$ cat config.mk
export PLATFORM = sky130hd
export DESIGN_NAME = reduce_unit
export DESIGN_NICKNAME = d
export VERILOG_FILES = /design/src/rtl/reduce_unit.sv
export SDC_FILE = /design/constraint.sdc
export NUM_CORES = 1
export LEC_CHECK = 0
export CORE_AREA = 2 2 39 41
export DETAILED_ROUTE_END_ITERATION = 10
export DIE_AREA = 0 0 41 43
export PLACE_DENSITY = 0.67
export SYNTH_ARGS = -nofsm -noshare
export SYNTH_HDL_FRONTEND = slang
export SYNTH_SLANG_ARGS = --single-unit
$ cat constraint.sdc
create_clock -name clk -period 2.8 [get_ports clk]
set_input_delay 0.84 -clock clk [delete_from_list [all_inputs] [get_ports clk]]
set_output_delay 0.84 -clock clk [all_outputs]
set_load 0.05 [all_outputs]
$ cat src/rtl/reduce_unit.sv
// Frame-wide AND/OR/XOR/NAND reduction with valid/ready on both sides.
// Optional per-frame beat counter on beat_count when REDUCE_BEATCNT_EN is defined.
module reduce_unit #(
    parameter int WIDTH = 3,
    parameter int CNT_W = 8
) (
    input  logic             clk,
    input  logic             rst_n,
    input  logic             in_valid,
    output logic             in_ready,
    input  logic [WIDTH-1:0] in_data,
    input  logic             in_last,
    input  logic [1:0]       mode,
    output logic             out_valid,
    input  logic             out_ready,
    output logic             out
`ifdef REDUCE_BEATCNT_EN
    ,
    output logic [CNT_W-1:0] beat_count
`endif
);

    // state | meaning
    // IDLE  | waiting for the first beat of a frame; latches mode on accept
    // ACCUM | mid-frame; folds each beat into acc with the latched operator
    // HOLD  | result presented on out until out_ready completes the handshake

    localparam logic [1:0] OP_AND  = 2'b00;
    localparam logic [1:0] OP_OR   = 2'b01;
    localparam logic [1:0] OP_XOR  = 2'b10;
    localparam logic [1:0] OP_NAND = 2'b11;

    if (WIDTH < 2 || CNT_W < 1) begin : g_bad_params
        $error("reduce_unit: WIDTH must be >= 2 and CNT_W >= 1");
    end

    typedef enum logic [1:0] {
        IDLE  = 2'd0,
        ACCUM = 2'd1,
        HOLD  = 2'd2
    } state_t;

    state_t     state, state_nxt;
    logic       acc, acc_nxt;
    logic [1:0] mode_q, mode_nxt;
    logic [1:0] op;
    logic       beat_red;

    // The first beat is reduced with the live mode, later beats with the latched one.
    always_comb begin
        op = (state == IDLE) ? mode : mode_q;
        case (op)
            OP_OR:   beat_red = |in_data;
            OP_XOR:  beat_red = ^in_data;
            default: beat_red = &in_data;
        endcase
    end

    always_ff @(posedge clk or negedge rst_n) begin
        if (!rst_n) begin
            state  <= IDLE;
            acc    <= 1'b0;
            mode_q <= OP_AND;
        end else begin
            state  <= state_nxt;
            acc    <= acc_nxt;
            mode_q <= mode_nxt;
        end
    end

    always_comb begin
        state_nxt = state;
        acc_nxt   = acc;
        mode_nxt  = mode_q;
        in_ready  = 1'b1;
        out_valid = 1'b0;
        out       = 1'b0;
        case (state)
            IDLE: begin
                if (in_valid) begin
                    mode_nxt  = mode;
                    acc_nxt   = beat_red;
                    state_nxt = in_last ? HOLD : ACCUM;
                end
            end
            ACCUM: begin
                if (in_valid) begin
                    case (mode_q)
                        OP_OR:   acc_nxt = acc | beat_red;
                        OP_XOR:  acc_nxt = acc ^ beat_red;
                        default: acc_nxt = acc & beat_red;
                    endcase
                    state_nxt = in_last ? HOLD : ACCUM;
                end
            end
            HOLD: begin
                in_ready  = 1'b0;
                out_valid = 1'b1;
                out       = (mode_q == OP_NAND) ? ~acc : acc;
                if (out_ready) begin
                    state_nxt = IDLE;
                    acc_nxt   = 1'b0;
                end
            end
            default: state_nxt = IDLE;
        endcase
    end

`ifdef REDUCE_BEATCNT_EN
    logic [CNT_W-1:0] cnt;

    // Saturating count; the first beat of a frame restarts it at 1.
    always_ff @(posedge clk or negedge rst_n) begin
        if (!rst_n) begin
            cnt <= '0;
        end else if (state == HOLD) begin
            if (out_ready) cnt <= '0;
        end else if (in_valid) begin
            if (state == IDLE)  cnt <= CNT_W'(1);
            else if (cnt != '1) cnt <= cnt + CNT_W'(1);
        end
    end

    assign beat_count = (state == HOLD) ? cnt : '0;
`endif

endmodule
==> reports/results.ini <==
[logic_synthesis]
netlist_area_sq_um = 500
synth_nets = 79
avgSynthCellArea_sq_um = 8.63
synth_cell_types = 19
ys_seq_area_share_pct = 25.0
netlist_instances = 58
ys_ff_latch = 5
synth_warnings = 0
yosysTopAreaCell = ha_1
yosysTopAreaCellShare_pct = 27.5
synth_area_leaders = ha_1, dfrtp_1, inv_1

[drt]
firstDrtPassIters = 2
ant_nets = 0
avgViaCountPerCell = 4.73
vias = 449
routed_wl_mm = 1.10
wl_per_cell_um = 11.6
drt_iter0_drc = 2
route.detailed.drc = 0

[clock_tree]
cts_buffers = 3
cts_sinks = 5
cts_tree = built
htreeDepth = 1
clockBufferDepth = 2
root_buffer = clkbuf_4
clk_latency_ns = 0.24
hold_buffers = 0
path_clk_slew_ns = 0.04

[power_and_ir_drop]
p_clk_share_pct = 7.9
power.switching_uw = 471
power_frac_seq_pct = 13.3
switching_share_pct = 45.8
internal_power_uw = 556
ir_worst_vdd_mv = 0.642
leakage_uw = 0.000377
powerDensity_nw_per_um2 = 1290
combPwrFrac_pct = 78.8

[floorplan]
core_area_sq_um = 1380
initial_core_util_pct = 36.2
fp.dieW_um = 41
floorplan.rows = 14
io_pins = 13
die_h_um = 43
dieArea_sq_um = 1760

[finish]
multi_input_area_sq_um = 429
nets = 101
postLayoutCoreUtil_pct = 57.6
antennaDiodeCount = 0
layout.area.seq_sq_um = 125
drive_above_1_share_pct = 39.2
synthToLayoutAreaGrowth_pct = 59.2
n_fill_cell = 122
stdcell_count = 95

[worst_setup_path]
critPathKind = in -> reg
r2r_slack_ns = 0.09
start_kind = input port
critPathMostFrequentCell = mux2_4
path_cells = buf_2 > nand2_2 > o21ai_2 > ha_4 > mux2_4 > a31oi_4 > nor2_1 > ha_1 > a221oi_2 > o32ai_2 > mux2_4
crit_path_max_incr_delay_ns = 0.31
critPathArrivalTime_ns = 2.85
cp_slowest_cell = mux2_4
cp_max_fo = 3
worstPathRequired_ns = 2.92
end_kind = flip-flop

[placement]
place_congestion = 0.778
io_buffer_count = 12
place_ws_ns = -0.623
place_inst = 91
place.detailed.hpwl_um = 806

[grt]
antenna_found_initial = 0
grt_pass1_wl_mm = 1.95
grt_pass1_vias = 489
gr-usage-all-layers_pct = 16.6
grt_max_degree = 7
grt-ovfl-total = 0

[timing]
tightest_slew_ns = 0.495
slew_headroom_pct = 66.9
fmax_ghz = 0.366
skew_ns = 0.000495
setup_viol = 0
finalCriticalPeriod_ns = 2.74
finalHoldViolCount = 0
slew_viol_final = 0
fin_crit_sh_pct = 97.7
layout_setup_ws_ns = 0.0643
rsz0062_at_grt = true

[flow_run]
max_cap_viol_count = 0

[worst_hold_path]
hold_class = reg -> reg

[status]
status = complete, no violations

sequential cells by signal (all words and copies together), names as in the netlist:
| register | cells |
|---|---|
| mode_q | 2 |
| state | 2 |
| acc | 1 |
routing by layer:
layer	up-vias	GRT usage (%)	wire (um)
li1	234	-	-
met2	4	26.9	630
met4	0	8.00	0
met5	-	0	0
met1	211	19.7	461
met3	0	3.14	11
cells in the mapped netlist:
library cell and count:
a21oi_1 1, a221oi_1 1, a311oi_1 1, a31oi_1 2
dfrtp_1 5, ha_1 11, inv_1 12, mux2_1 1
mux2_2 3, nand2_1 5, nand2b_1 2, nand3_1 1
nand3b_1 1, nor2_1 4, o21a_1 1, o21ai_0 4
o32ai_1 1, xnor2_1 1, xor2_1 1
critical path, delay by kind of cell:
kind / cells / cell delay [ns]
AOI/OAI and AO/OA: 4 / 0.60
adders and majority gates: 2 / 0.58
muxes: 2 / 0.58
and+or+nand+nor: 2 / 0.14
buffers and inverters: 1 / 0.11
final cells by class:
type                            instances  area share, %
Clock buffer                            4           3.30
Timing Repair Buffer                   17           19.0
Inverter                               12           5.65
Sequential cell                         5           15.7
Tap cell                               16           2.51
Multi-Input combinational cell         41           53.8
what timing repair did:
item                                    in CTS  in global routing
gates resized for setup                     22                  6
pin swaps                                    6                  7
setup buffers                                0                  0
endpoints found under the setup margin       1                  2
path summary, 6_finish.rpt:
kind / startpoint / to / cells after the start
max: mode[1] / acc / 11
min: mode_q[1] / mode_q[1] / 1
max reg2reg: state[1] / acc / 12
min reg2reg: mode_q[1] / mode_q[1] / 1
max in group asynchronous: rst_n / mode_q[0] / 1
min in group asynchronous: rst_n / acc / 1
placed cells by master, fill, tap and decap left out, drive strengths merged:
master          n
nand3b          1
ha             11
a21oi           1
dlymetal6s2s    1
nor2            4
dlygate4sd2     2
a311oi          1
nand2           5
mux2            4
clkbuf          4
o21ai           4
dfrtp           5
a31oi           2
xor2            1
buf             8
nand2b          2
inv            12
a221oi          1
xnor2           1
clkdlybuf4s50   6
o32ai           1
o21a            1
nand3           1
metrics by stage:
stage	cell area [sq um]	setup TNS, ns	total power [uW]	hold WS, ns
2_1_floorplan	526	0	609	0.475
3_3_place_gp	701	-0.593	787	0.560
4_1_cts	783	0	1020	0.574
5_1_grt	797	-0.0430	1120	0.605
3_5_place_dp	701	-0.623	802	0.564
6_report	797	0	1030	0.570
logic make-up (layout without fill, tap and decap cells):
family                     count (synthesis)  in the layout  synth area share, %
and+or+nand+nor                           13             13                 11.7
buffers and inverters                     12             33                 9.00
adders and majority gates                 11             11                 27.5
AOI/OAI and AO/OA                         11             11                 14.3
DFF                                        5              5                 25.0
muxes                                      4              4                 9.00
xor gates and xnor gates                   2              2                 3.50
power groups by stage:
| stage | registers (uW) | logic [uW] | clock network (uW) |
|---|---|---|---|
| floorplan | 131 | 479 | 0 |
| global placement | 133 | 654 | 0 |
| detailed placement | 135 | 668 | 0 |
| CTS | 134 | 798 | 86.0 |
| global route | 143 | 885 | 88.4 |
| finish | 137 | 809 | 80.9 |
No activity file was read; power rests on OpenSTA's default activity.
